<file path="src/rtl/card_dealer_if.sv">
// Deal handshake between the counter/game logic and the card dealer.
// The master side drives requests and counter status; the slave side is the dealer.
interface card_dealer_if #(
    parameter int WIDTH = 12
) ();
    logic             i_Req;
    logic             i_Shuffle;
    logic [WIDTH-1:0] i_Seed;
    logic             i_TwoSec;
    logic             o_Zero;
    logic             o_Active;
    logic [3:0]       o_Card;
    logic [3:0]       o_Points;
    logic             o_Valid;
    logic             o_Busy;
    logic             o_DeckEmpty;

    modport master (
        output i_Req, i_Shuffle, i_Seed, i_TwoSec,
        input  o_Zero, o_Active, o_Card, o_Points, o_Valid, o_Busy, o_DeckEmpty
    );

    modport slave (
        input  i_Req, i_Shuffle, i_Seed, i_TwoSec,
        output o_Zero, o_Active, o_Card, o_Points, o_Valid, o_Busy, o_DeckEmpty
    );
endinterface

</file>
<file path="src/rtl/card_dealer.sv">
// LFSR card dealer: seeds from the counter, rejection-samples a rank, then holds for two seconds.
// Define CARD_DEALER_DECK_TRACK_EN for a finite shoe with per-rank limits and deck-empty flag.
module card_dealer #(
    parameter int          WIDTH     = 12,
    parameter int          DECKS     = 1,
    parameter logic [15:0] LFSR_INIT = 16'hACE1
) (
    input  logic        clk_50M,
    input  logic        i_Reset,
    card_dealer_if.slave bus
);

    typedef enum logic [1:0] {
        ST_IDLE = 2'd0,
        ST_DRAW = 2'd1,
        ST_HOLD = 2'd2
    } state_t;

    function automatic logic [15:0] lfsr_step(input logic [15:0] v);
        return {v[14:0], v[15] ^ v[13] ^ v[12] ^ v[10]};
    endfunction

    function automatic logic [3:0] rank_points(input logic [3:0] r);
        return (r >= 4'd10) ? 4'd10 : r;
    endfunction

    state_t      state_q, state_d;
    logic [15:0] lfsr_q, lfsr_d;
    logic [3:0]  card_q, card_d;
    logic [3:0]  points_q, points_d;
    logic        valid_q, valid_d;
    logic        zero_q, zero_d;
    logic        active_q, active_d;
    logic        busy_q, busy_d;

    logic [15:0] seed_ext_s;
    logic [15:0] mixed_s;
    logic [4:0]  cand_s;
    logic        rank_ok_s;
    logic        accept_s;
    logic        shuffle_req_s;
    logic        deck_empty_s;

    if (WIDTH >= 16) begin : g_seed_trunc
        assign seed_ext_s = bus.i_Seed[15:0];
    end else begin : g_seed_ext
        assign seed_ext_s = {{(16 - WIDTH){1'b0}}, bus.i_Seed};
    end

    assign mixed_s  = lfsr_q ^ seed_ext_s;
    assign cand_s   = {1'b0, lfsr_q[3:0]} + 5'd1;
    assign accept_s = (state_q == ST_DRAW) && rank_ok_s;

`ifdef CARD_DEALER_DECK_TRACK_EN
    localparam int CW = $clog2(4 * DECKS + 1);
    localparam int DW = $clog2(52 * DECKS + 1);

    // Index 0 and 14..15 exist only so any nibble can index safely; they never count.
    logic [CW-1:0] cnt_q [16];
    logic [DW-1:0] dealt_q;

    assign rank_ok_s     = (cand_s <= 5'd13) && (cnt_q[cand_s[3:0]] < CW'(4 * DECKS));
    assign shuffle_req_s = bus.i_Shuffle;
    assign deck_empty_s  = (dealt_q == DW'(52 * DECKS));

    // Shoe bookkeeping: per-rank usage and total dealt since the last shuffle.
    always_ff @(posedge clk_50M) begin
        if (i_Reset || (state_q == ST_IDLE && shuffle_req_s)) begin
            for (int r = 0; r < 16; r++) begin
                cnt_q[r] <= '0;
            end
            dealt_q <= '0;
        end else if (accept_s) begin
            cnt_q[cand_s[3:0]] <= cnt_q[cand_s[3:0]] + CW'(1);
            dealt_q            <= dealt_q + DW'(1);
        end
    end
`else
    assign rank_ok_s     = (cand_s <= 5'd13);
    assign shuffle_req_s = 1'b0;
    assign deck_empty_s  = 1'b0;
`endif

    // State and registered outputs.
    always_ff @(posedge clk_50M) begin
        if (i_Reset) begin
            state_q  <= ST_IDLE;
            lfsr_q   <= LFSR_INIT;
            card_q   <= 4'd0;
            points_q <= 4'd0;
            valid_q  <= 1'b0;
            zero_q   <= 1'b0;
            active_q <= 1'b0;
            busy_q   <= 1'b0;
        end else begin
            state_q  <= state_d;
            lfsr_q   <= lfsr_d;
            card_q   <= card_d;
            points_q <= points_d;
            valid_q  <= valid_d;
            zero_q   <= zero_d;
            active_q <= active_d;
            busy_q   <= busy_d;
        end
    end

    // Next state; outputs are computed one cycle early so they line up with the state they describe.
    always_comb begin
        state_d  = state_q;
        lfsr_d   = lfsr_q;
        card_d   = card_q;
        points_d = points_q;
        valid_d  = 1'b0;
        zero_d   = 1'b0;
        active_d = 1'b0;
        case (state_q)
            ST_IDLE: begin
                if (shuffle_req_s) begin
                    state_d = ST_IDLE;
                end else if (bus.i_Req && !deck_empty_s) begin
                    lfsr_d  = (mixed_s == 16'd0) ? LFSR_INIT : mixed_s;
                    state_d = ST_DRAW;
                end else begin
                    state_d = ST_IDLE;
                end
            end
            ST_DRAW: begin
                if (accept_s) begin
                    card_d   = cand_s[3:0];
                    points_d = rank_points(cand_s[3:0]);
                    valid_d  = 1'b1;
                    zero_d   = 1'b1;
                    state_d  = ST_HOLD;
                end else begin
                    lfsr_d   = lfsr_step(lfsr_q);
                end
            end
            ST_HOLD: begin
                // The two-second flag is stale while the counter is still being cleared.
                if (zero_q) begin
                    active_d = 1'b1;
                end else if (bus.i_TwoSec) begin
                    state_d  = ST_IDLE;
                end else begin
                    active_d = 1'b1;
                end
            end
            default: begin
                state_d = ST_IDLE;
            end
        endcase
        busy_d = (state_d != ST_IDLE);
    end

    assign bus.o_Zero      = zero_q;
    assign bus.o_Active    = active_q;
    assign bus.o_Card      = card_q;
    assign bus.o_Points    = points_q;
    assign bus.o_Valid     = valid_q;
    assign bus.o_Busy      = busy_q;
    assign bus.o_DeckEmpty = deck_empty_s;

endmodule

</file>
<file path="src/flat_wrapper.sv">
// flat-port wrapper written by rule: the top's interface ports become plain ports
module card_dealer_flat 
#(
    parameter int          WIDTH     = 12,
    parameter int          DECKS     = 1,
    parameter logic [15:0] LFSR_INIT = 16'hACE1
)
  (clk_50M, i_Reset, bus_i_Req, bus_i_Shuffle, bus_i_Seed, bus_i_TwoSec, bus_o_Zero, bus_o_Active, bus_o_Card, bus_o_Points, bus_o_Valid, bus_o_Busy, bus_o_DeckEmpty);
  card_dealer_if #(.WIDTH(WIDTH)) bus_i ();
  input  logic clk_50M;
  input  logic i_Reset;
  input wire logic [$bits(bus_i.i_Req)-1:0] bus_i_Req;
  input wire logic [$bits(bus_i.i_Shuffle)-1:0] bus_i_Shuffle;
  input wire logic [$bits(bus_i.i_Seed)-1:0] bus_i_Seed;
  input wire logic [$bits(bus_i.i_TwoSec)-1:0] bus_i_TwoSec;
  output wire logic [$bits(bus_i.o_Zero)-1:0] bus_o_Zero;
  output wire logic [$bits(bus_i.o_Active)-1:0] bus_o_Active;
  output wire logic [$bits(bus_i.o_Card)-1:0] bus_o_Card;
  output wire logic [$bits(bus_i.o_Points)-1:0] bus_o_Points;
  output wire logic [$bits(bus_i.o_Valid)-1:0] bus_o_Valid;
  output wire logic [$bits(bus_i.o_Busy)-1:0] bus_o_Busy;
  output wire logic [$bits(bus_i.o_DeckEmpty)-1:0] bus_o_DeckEmpty;
  assign bus_i.i_Req = bus_i_Req;
  assign bus_i.i_Shuffle = bus_i_Shuffle;
  assign bus_i.i_Seed = bus_i_Seed;
  assign bus_i.i_TwoSec = bus_i_TwoSec;
  assign bus_o_Zero = bus_i.o_Zero;
  assign bus_o_Active = bus_i.o_Active;
  assign bus_o_Card = bus_i.o_Card;
  assign bus_o_Points = bus_i.o_Points;
  assign bus_o_Valid = bus_i.o_Valid;
  assign bus_o_Busy = bus_i.o_Busy;
  assign bus_o_DeckEmpty = bus_i.o_DeckEmpty;
  card_dealer #(.WIDTH(WIDTH), .DECKS(DECKS), .LFSR_INIT(LFSR_INIT)) u_core (.clk_50M(clk_50M), .i_Reset(i_Reset), .bus(bus_i));
endmodule
</file>
<file path="config.mk">
export PLATFORM = sky130hd
export DESIGN_NAME = card_dealer_flat
export DESIGN_NICKNAME = d
export VERILOG_FILES = /design/src/rtl/card_dealer_if.sv /design/src/rtl/card_dealer.sv /design/src/flat_wrapper.sv
export SDC_FILE = /design/constraint.sdc
export NUM_CORES = 1
export LEC_CHECK = 0
export ABC_AREA = 1
export BUFFER_PORTS_ARGS = -buffer_cell sky130_fd_sc_hd__clkbuf_2
export CORE_ASPECT_RATIO = 1.4
export CORE_MARGIN = 2
export CORE_UTILIZATION = 45
export CTS_BUF_LIST = sky130_fd_sc_hd__clkbuf_4
export CTS_CLUSTER_DIAMETER = 200
export DETAILED_ROUTE_END_ITERATION = 6
export MAX_ROUTING_LAYER = met4
export PLACE_DENSITY = 0.69
export SYNTH_ARGS = -nofsm -noshare
export SYNTH_HDL_FRONTEND = slang
export SYNTH_SLANG_ARGS = --single-unit
</file>
<file path="constraint.sdc">
create_clock -name clk_50M -period 1.9 [get_ports clk_50M]
set_clock_uncertainty 0.15 [all_clocks]
set_input_delay 0.38 -clock clk_50M [delete_from_list [all_inputs] [get_ports clk_50M]]
set_output_delay 0.38 -clock clk_50M [all_outputs]
set_load 0.05 [all_outputs]
</file>
After elaboration in Yosys (flattened, before gate mapping)

Index checks and enable logic that the tools add are counted.

Output and inout bits: 13
Flip-flop bits (word level): 29
Bits of input ports: 17

Equal/unequal tests: 4
Multiplexer cells: 13
Bitwise logic cells: 6
Reduce and logical (&&, ||, !) cells: 9
$add $sub $neg: 1
$lt $le $gt $ge: 2

Operators by type and width:

| kind                                                                   | count |
|---|---|
| 16-bit two-way mux                                                     | 3 |
| 16-bit one-hot mux with 2 select lines                                 | 1 |
| 16-bit zero test                                                       | 1 |
| 16-bit by 12-bit bitwise XOR with 16-bit output                        | 1 |
| 2-bit two-way mux                                                      | 3 |
| 2-bit one-hot mux with 3 select lines                                  | 1 |
| 4-bit by 1-bit adder with 5-bit output (second input constant)         | 1 |
| 5-bit by 4-bit <= comparator with 1-bit output (second input constant) | 1 |
| 4-bit >= comparator (second input constant)                            | 1 |
| 1-bit two-way mux                                                      | 4 |
| 4-bit two-way mux                                                      | 1 |
| 2-bit != test (second input constant)                                  | 2 |
| 2-bit nonzero test                                                     | 2 |
| 2-bit OR reduction                                                     | 2 |
| 3-bit AND reduction                                                    | 1 |
| 1-bit bitwise XOR                                                      | 3 |
| 2-bit by 1-bit equality test with 1-bit output (second input constant) | 1 |
| 2-bit equality test (second input constant)                            | 1 |
| 2-bit zero test                                                        | 1 |
| 1-bit inverter                                                         | 2 |
| 2-bit AND reduction                                                    | 1 |
| 1-bit logical AND                                                      | 1 |

Logic depth before layout (Yosys ltp)

Gate-level depths: netlist of the first run.

Depth in word-level cells: 6
Mapped depth: 14

Worst setup path after synthesis of the first run

Ideal clock, no wire load.

Path type: reg-to-reg
Start point: register u_core.lfsr_q[0]
End point: register u_core.lfsr_q[8]
Setup time: 115 ps
Data required time: 1635 ps
Cell stages (with the launch flop): 14
Slack: -75 ps
Arrival time: 1710 ps
Path through: dfxtp_1 > inv_1 > ha_1 > inv_1 > nand2_1 > nand2_1 > nor2_2 > nand2_2 > nand2_4 > nand2_4 > nand2_8 > buf_12 > nand3_2 > o21a_1

Cells in the longest elaborated chain, start to end: 5

Ends and longest elaborated chain:

| element                                        | RTL line          | RTL |
|---|---|---|
| start, declared                                | card_dealer.sv:28 | `logic [15:0] lfsr_q, lfsr_d;` |
| start signal, assigned                         | card_dealer.sv:97 | `lfsr_q <= lfsr_d;` |
| 4-bit by 1-bit adder with 5-bit output         | card_dealer.sv:51 | `assign cand_s = {1'b0, lfsr_q[3:0]} + 5'd1;` |
| net u_core.cand_s[0]                           | card_dealer.sv:38 | `logic [4:0] cand_s;` |
| 5-bit by 4-bit <= comparator with 1-bit output | card_dealer.sv:79 | `assign rank_ok_s = (cand_s <= 5'd13);` |
| 1-bit logical AND                              | card_dealer.sv:52 | `assign accept_s = (state_q == ST_DRAW) && rank_ok_s;` |
| 2-bit != test (no line)                        | -                 |  |
| 3-bit AND reduction (no line)                  | -                 |  |

The timed path passes the listed nets, and every way through them passes these cells. The select of a mux whose other input is x is not followed.
A chain may end at the register's enable or synchronous reset.

Worst setup path in the final report of the first run

Start point: register u_core.lfsr_q[0]
End point: register u_core.lfsr_q[6]

Cells in the longest elaborated chain, start to end: 5

Ends and longest elaborated chain:

| element                                                                                                   | RTL line |
|---|---|
| 4-bit by 1-bit adder with 5-bit output or 16-bit by 12-bit bitwise XOR with 16-bit output (tied branches) | card_dealer.sv:51, card_dealer.sv:50 |
| 5-bit by 4-bit <= comparator with 1-bit output or 16-bit zero test (tied branches)                        | card_dealer.sv:79, card_dealer.sv:121 |
| 1-bit logical AND or 16-bit two-way mux (tied branches)                                                   | card_dealer.sv:52, card_dealer.sv:121 |
| 2-bit != test (no line) or 16-bit two-way mux (tied branches)                                             | - |
| 3-bit AND reduction (no line) or 16-bit one-hot mux with 2 select lines (tied branches)                   | - |

Several ways; a longest one is shown, not always the timed one. The select of a mux whose other input is x is not followed.

==> flow_summary.ini, run 1 <==
[global_routing]
use_met3 = 0.0340
grt_use_total = 0.200
grt_busiest_layer = met2
grt_overflow = 0
grt_max_degree = 22
grt_pass1_vias = 1510
antenna_found_initial = 0
grt_pass1_wl_um = 6620
use_met1 = 0.225
grtUsageMet2 = 0.350

[finish]
drive_above_1_share = 0.331
nets = 312
final_cells = 335
area_growth_pct = 27.5
utilization = 0.592
antenna_cells = 0

[power]
ir_drop_v = 0.000756
power_leakage_uw = 0.00105
p_per_area_nw_per_um2 = 847

[logic_synthesis]
synth_top_family_by_area = simple AND/OR/NAND/NOR gates
synth-simple-area-share = 0.384
syn_avg_cell_area_um2 = 6.84
netlist_area_um2 = 1680
syn_inst = 245
muxShareOfSynthArea = 0
synth_warnings = 0
synth_ff_type = dfxtp_1
ys_seq_area_frac = 0.346
synth_compound_gate_area_share = 0.117
synthXorXnorAreaFrac = 0.0209
synthAdderAreaFrac = 0.0224
async_flop_share = 0
synth_cell_types = 33
ys_ff_latch = 29
synth_edf_count = 0
syn_nets = 265

[job]
maxCapViolations = 0

[drt]
first_iter_violations = 57
final_antenna_net_count = 0
wirelength_um = 3970
viasPerCell = 4.93
drc = 0
wire_per_inst_um = 11.8
vias = 1652
drt_pre_antenna_iters = 4

[die]
die_h_um = 76.2
fp.dieW_um = 55.6
start_util = 0.464
rows = 26
top_level_ports = 30
die_area_um2 = 4240
coreArea_um2 = 3610

[critical_path]
crit_path_start_kind = flip-flop
cp_max_fo = 6
end_kind = flip-flop
cp.arrival_ns = 1.89
cp.required_ns = 2.00
rrSetupSlack_ns = 0.11
path_class = flip-flop to flip-flop

[timing]
fin_ws_ns = 0.110
finalCritPeriodShare = 0.942
tns_ns = 0
max_clock_freq_mhz = 559
rsz0062_at_grt = no
hold_viol_final = 0
slew_viol_final = 0
hold_ws_ns = 0.165
final-setup-viol-count = 0
min_period_ns = 1.79

[place]
dp.cells = 318
pre_cts_ws_ns = -0.00679
dp_hpwl_um = 2720
gp_congestion = 0.836
port_buffers = 27

[clocking]
clkTransAtPathRegs_ns = 0.11
ctsRootBufferMaster = clkbuf_4
worstSkewPairLatency_ns = 0.34
holdBufCountCts = 0
cts_tree = yes
cts-htree-levels = 2
cts_buffer_depth = 2
numCtsBuffers = 5
clock-sinks = 29

[status]
status = finished, final reports clean

[hold_path]
hold_path.class = input port to flip-flop
-- flip-flops by register name, indices dropped and copies added, names as in the netlist --
register,cells
u_core.bus.o_Active,1
u_core.bus.o_Busy,1
u_core.bus.o_Card,4
u_core.bus.o_Points,4
u_core.bus.o_Valid,1
u_core.lfsr_q,16
u_core.state_q,2
-- synthesized netlist by cell type, drive strengths merged, types with 2 or more instances --
library cell	number	area (um2)
dfxtp	29	581
o211ai	2	20.0
or2	2	12.5
nand2	83	378
clkbuf	2	7.51
inv	32	120
ha	3	37.5
nor2	21	96.3
xnor2	3	26.3
buf	5	51.3
o21ai	15	75.1
nand3	28	145
a21oi	13	80.1
-- cells by family after synthesis --
group                    Yosys count
buffers and inverters             39
AO/OA/AOI/OAI                     33
flip-flops                        29
adder cells (fa/ha/maj)            3
XOR/XNOR                           4
other                              1
AND/OR/NAND/NOR                  136
-- cells in the final DEF, fill, tap and decap left out, types with 6 or more instances in the layout --
cell type and count:
a21oi_1 9, nand2_2 10, o21ai_0 7, nor2_1 18, nand2_1 68, dfxtp_1 26
inv_1 24, o21ai_1 6, buf_4 17, clkbuf_2 27, nand3_1 26, inv_2 7
-- per-layer routing --
metal  share of wire  wire [um]
met1            0.42       1650
met2            0.53       2110
met3           0.032        127
met4           0.018         70
met5               0          0
-- final cells by class --
cell class | count | area (um2)
Timing Repair Buffer | 45 | 274
Sequential cell | 29 | 584
Inverter | 32 | 125
Clock buffer | 5 | 37.5
Tap cell | 42 | 52.6
Multi-Input combinational cell | 179 | 1000
Clock inverter | 3 | 65.1
Fill cell | 344 | 1470
-- worst max-delay path, cell delays in order, from the launching register on --
cell and delay [ns]:
dfxtp_2 0.35, buf_4 0.13, ha_4 0.14, inv_1 0.05, nand2_2 0.06, nand2_2 0.06, nor2_2 0.11, nand2_2 0.07
nand2_4 0.11, nand2_8 0.09, nand2_8 0.10, nand2_8 0.09, o21ai_0 0.09, nand2_1 0.07
-- stage by stage --
| step | instance area, um2 | total power [uW] |
|---|---|---|
| 2_1_floorplan | 1680 | 1010 |
| 3_3_place_gp | 1890 | 1110 |
| 3_5_place_dp | 1890 | 1110 |
| 4_1_cts | 2050 | 1780 |
| 5_1_grt | 2140 | 1900 |
| 6_report | 2140 | 1810 |
-- report_power, final --
part	total [uW]	internal, uW	switching [uW]
combinational	461	175	286
clock	655	407	247
sequential	696	655	40.3
total	1810	1240	574
-- final timing paths --
check | cells after the start | endpoint | startpoint
min | 4 | u_core.bus.o_Active | bus_i_TwoSec
max reg2reg | 13 | u_core.lfsr_q[6] | u_core.lfsr_q[0]
max | 13 | u_core.lfsr_q[6] | u_core.lfsr_q[0]
min reg2reg | 1 | u_core.bus.o_Active | u_core.state_q[0]
-- repair_timing --
item                       4_1_cts  5_1_grt
buffers inserted                 5        2
pin swaps                        1        8
gates resized for setup          1       21
gates cloned                     1        1
setup endpoints to repair        7       22
(Power assumes the default switching activity.)
==> run 2: changes to the inputs <==
- PLACE_DENSITY: 0.69 -> 0.67
- clock period: 1.9 -> 1.65 ns (I/O delays scaled with it)
==> run 2 against run 1 <==
  * Sequential share of layout area shrank 2.0 points
  * Maximum frequency decreased by 1.3%
  * Critical endpoint is now u_core.lfsr_q[2]
  * Utilization up 5.2 points
  * Worst setup slack got worse by 0.27 ns
  * Highest routed layer unchanged
  * Cell count increased by 2.7%
  * Non-clock buffer count is 9 higher
  * Clock-buffer cell count stayed put
  * Largest cell class unchanged
  * Die area unchanged
  * Routed wire length grew 4.1%
  * Final area is 8.8% higher
  * The run now ends with negative setup slack left
  * Largest power group unchanged
  * Register-to-register slack lost 0.27 ns
  * Worst hold slack worse by 0.050 ns
==> flow_summary.ini, run 2 (same netlist as run 1, synthesis figures left out) <==
[clocking]
clkTransAtPathRegs_ns = 0.11
cts_tree = yes
ctsRootBufferMaster = clkbuf_4
holdBufCountCts = 0
cts_buffer_depth = 2
numCtsBuffers = 5
clock-sinks = 29
cts-htree-levels = 2
worstSkewPairLatency_ns = 0.34

[place]
placed_cell_area_um2 = 2040
pre_cts_ws_ns = -0.132
gp_congestion = 0.799
dp_hpwl_um = 2950
port_buffers = 27
dp.cells = 332

[timing]
min_period_ns = 1.81
hold_viol_final = 0
rsz0062_at_grt = yes
slew_viol_final = 0
max_clock_freq_mhz = 552
finalCritPeriodShare = 1.10
fin_ws_ns = -0.163
final-setup-viol-count = 28

[global_routing]
antenna_found_initial = 0
grt_use_total = 0.216
grt_pass1_vias = 1623
grt_overflow = 0
grt_max_degree = 22
grt_pass1_wl_um = 7020

[power]
ir_drop_v = 0.000773
p_per_area_nw_per_um2 = 920
power_leakage_uw = 0.00112

[drt]
wire_per_inst_um = 12.0
vias = 1700
wirelength_um = 4130
first_iter_violations = 58
viasPerCell = 4.94
drc = 0
drt_pre_antenna_iters = 4
final_antenna_net_count = 0

[finish]
largest_reg_flops = 16
layout_common_cells = nand2_1, clkbuf_2, dfxtp_1
final_area_um2 = 2330
top_register = u_core.lfsr_q
nets = 321
final_cells = 344
area_growth_pct = 38.8
antenna_cells = 0
layout_commonest_cell = nand2_1
fillCellCount = 340
drive_above_1_share = 0.411

[die]
coreArea_um2 = 3610
die_area_um2 = 4240
die_h_um = 76.2
fp.dieW_um = 55.6
rows = 26
top_level_ports = 30
start_util = 0.464

[hold_path]
hold_path.class = input port to flip-flop

[critical_path]
crit_path_start_kind = flip-flop
path_class = flip-flop to flip-flop
cp.arrival_ns = 1.92
cp_max_fo = 7
cp.required_ns = 1.76
end_kind = flip-flop

[job]
maxCapViolations = 0

[status]
violations = negative setup slack
status = finished with violations
[run 2: power by group]
part	switching [uW]	internal [uW]	leakage (uW)
combinational	354	239	0.000830
sequential	48.5	754	0.000239
clock	277	469	0.0000552
[run 2: stage by stage]
step	hold WS (ns)	total power (uW)	setup TNS [ns]	util
after floorplan	0.269	1180	-0.943	-
after global placement	0.292	1340	-1.31	0.566
after detailed placement	0.293	1350	-1.90	0.566
after CTS	0.101	2130	-3.31	0.614
after global routing	0.124	2260	-6.58	0.644
final	0.115	2140	-3.29	0.644
[run 2: cell type report]
| class | count | area, um2 | area share |
|---|---|---|---|
| clock buffers | 5 | 37.5 | 0.0161 |
| clock inverters | 3 | 65.1 | 0.0280 |
| inverters | 32 | 135 | 0.0581 |
| multi-input cells | 178 | 1070 | 0.461 |
| flip-flops and latches | 29 | 589 | 0.253 |
| well taps | 42 | 52.6 | 0.0226 |
| repair buffers | 54 | 367 | 0.158 |
| repair inverters | 1 | 7.51 | 0.00323 |
[run 2: path summary, 6_finish.rpt]
kind                          start             endpoint  slack [ns]  cells after the start
hold / removal         bus_i_TwoSec  u_core.bus.o_Active        0.11                      4
hold reg to reg   u_core.state_q[0]  u_core.bus.o_Active        0.30                      1
setup / recovery   u_core.lfsr_q[0]     u_core.lfsr_q[2]       -0.16                     13
setup reg to reg   u_core.lfsr_q[0]     u_core.lfsr_q[2]       -0.16                     13
[run 2: repair_timing]
action | in CTS | in global routing
pin swaps | 5 | 8
gates cloned | 2 | 0
setup endpoints to repair | 27 | 28
hold endpoints to repair | 0 | 0
resized for setup | 12 | 30
setup buffers | 1 | 1
[run 2: routing by layer]
| layer | share of wire | global-route usage | vias to the layer above |
|---|---|---|---|
| li1 | - | - | 884 |
| met5 | 0 | - | - |
| met2 | 0.55 | 0.379 | 36 |
| met4 | 0.016 | 0.0951 | 0 |
| met1 | 0.40 | 0.230 | 774 |
| met3 | 0.033 | 0.0441 | 6 |
[run 2: critical path, stage by stage, from the launching register on]
cell     delay [ns]
dfxtp_4        0.39
inv_4          0.04
ha_4           0.26
inv_2          0.03
nand2_1        0.05
nand2_1        0.06
nor2_2         0.08
nand2_2        0.06
nand2_4        0.10
nand2_8        0.08
nand2_8        0.13
buf_12         0.14
nand2_4        0.04
a21oi_2        0.11
==> run 3: changes to the inputs <==
- CELL_PAD_IN_SITES_DETAIL_PLACEMENT: default -> 1
- CELL_PAD_IN_SITES_GLOBAL_PLACEMENT: default -> 1
- CORE_UTILIZATION: 45 -> 41
- PLACE_DENSITY: 0.67 -> default
- PLACE_DENSITY_LB_ADDON: default -> 0.1
==> run 3 against run 2 <==
  * Highest routed layer unchanged
  * Final area shrank 3.6%
  * The run still ends with negative setup slack left
  * Worst setup slack lost 0.069 ns
  * Via count grew 4.2%
  * Sequential power is essentially flat
  * Routed wire length grew 18%
  * Register-to-register slack lost 0.07 ns
==> flow_summary.ini, run 3 (same netlist as run 1, synthesis figures left out) <==
[status]
status = finished with violations
violations = negative setup slack

[critical_path]
cp_max_fo = 7
path_class = flip-flop to flip-flop
cp.arrival_ns = 2.00
cp.required_ns = 1.77
slowest_delay_ns = 0.37
path_cells = inv_2, ha_4, inv_2, nand2_2, nand2_2, nor2_2, nand2_2, nand2_4, nand2_8, nand2_8, buf_6, nand2_4, a21oi_2
end_kind = flip-flop
slowest_stage = dfxtp_4
crit_path_frequent_cell = nand2_2
crit_path_start_kind = flip-flop

[clocking]
clkTransAtPathRegs_ns = 0.11
clock-sinks = 29
cts-htree-levels = 2
cts_tree = yes
cts_buffer_depth = 2
ctsRootBufferMaster = clkbuf_4
worstSkewPairLatency_ns = 0.34
numCtsBuffers = 5

[die]
coreArea_um2 = 3920
top_level_ports = 30
rows = 27
die_area_um2 = 4620
die_h_um = 79.7
fp.dieW_um = 58.0
start_util = 0.428

[place]
dp_hpwl_um = 3530
gp_congestion = 0.785
dp.cells = 336
port_buffers = 27
placed_cell_area_um2 = 2050

[global_routing]
grt_pass1_vias = 1791
grtUsageMet2 = 0.438
grt_max_degree = 22
grt_overflow = 0
grt_pass1_wl_um = 8250
use_met3 = 0.0470
grt_use_total = 0.241
grt_busiest_layer = met2
use_met1 = 0.247
antenna_found_initial = 0

[finish]
layout_commonest_cell = nand2_1
final_area_um2 = 2240
layout_common_cells = nand2_1, buf_4, clkbuf_2
antenna_cells = 0
nets = 328
largest_reg_flops = 16
drive_above_1_share = 0.379
final_cells = 352
top_register = u_core.lfsr_q
area_growth_pct = 33.8

[timing]
fin_ws_ns = -0.232
slew_viol_final = 0
max_clock_freq_mhz = 531
hold_ws_ns = 0.130
finalCritPeriodShare = 1.14
hold_viol_final = 0
min_period_ns = 1.88
rsz0062_at_grt = yes
final-setup-viol-count = 28

[drt]
vias = 1771
wire_per_inst_um = 13.9
first_iter_violations = 59
viasPerCell = 5.03
wirelength_um = 4880
drt_pre_antenna_iters = 6
drc = 0
final_antenna_net_count = 0

[power]
p_per_area_nw_per_um2 = 822
power_leakage_uw = 0.00111
ir_drop_v = 0.000580

[hold_path]
hold_path.class = input port to flip-flop

[job]
maxCapViolations = 0
run 3: worst paths after layout:
| check | slack [ns] | end | depth (start not counted) | startpoint |
|---|---|---|---|---|
| max | -0.23 | u_core.lfsr_q[2] | 13 | u_core.lfsr_q[1] |
| min | 0.13 | u_core.bus.o_Active | 4 | bus_i_TwoSec |
| max reg2reg | -0.23 | u_core.lfsr_q[2] | 13 | u_core.lfsr_q[1] |
| min reg2reg | 0.30 | u_core.bus.o_Active | 1 | u_core.state_q[0] |
run 3: worst max-delay path: cells and delay by family, from the launching register on:
family	cells	cell delay (ns)
buffers and inverters	3	0.23
DFF	1	0.37
AOI/OAI and AO/OA	1	0.13
adders and majority gates	1	0.27
and+or+nand+nor	8	0.65
run 3: metrics by stage:
step | total power [uW] | utilization | setup TNS (ns) | setup slack, ns
5_1_grt | 1970 | 0.572 | -7.68 | -0.336
2_1_floorplan | 1180 | - | -0.943 | -0.113
6_report | 1840 | 0.572 | -5.02 | -0.232
4_1_cts | 1840 | 0.563 | -3.89 | -0.203
3_5_place_dp | 1380 | 0.524 | -3.58 | -0.201
3_3_place_gp | 1350 | 0.524 | -1.90 | -0.139
run 3: metal layers:
layer  vias to the layer above  wire length, um
met5                         -                0
met4                         0               75
met3                         8              135
met2                        30             2730
met1                       829             1940
li1                        904                -
run 3: layout make-up:
type / count / area (um2)
Clock buffer: 5 / 37.5
Clock inverter: 3 / 12.5
Fill cell: 538 / 1680
Inverter: 32 / 130
Multi-Input combinational cell: 178 / 1000
Sequential cell: 29 / 589
Tap cell: 43 / 53.8
Timing Repair Buffer: 61 / 410
Timing Repair inverter: 1 / 7.51
run 3: report_power, final:
group | switching [uW] | internal, uW
Sequential | 49.5 | 754
Clock | 269 | 154
Combinational | 362 | 256
run 3: repair_timing:
item	CTS	global route
hold buffers	0	0
setup endpoints to repair	27	28
gates resized for setup	11	11
pin swaps	5	9
cloned	1	1
setup buffers	6	0
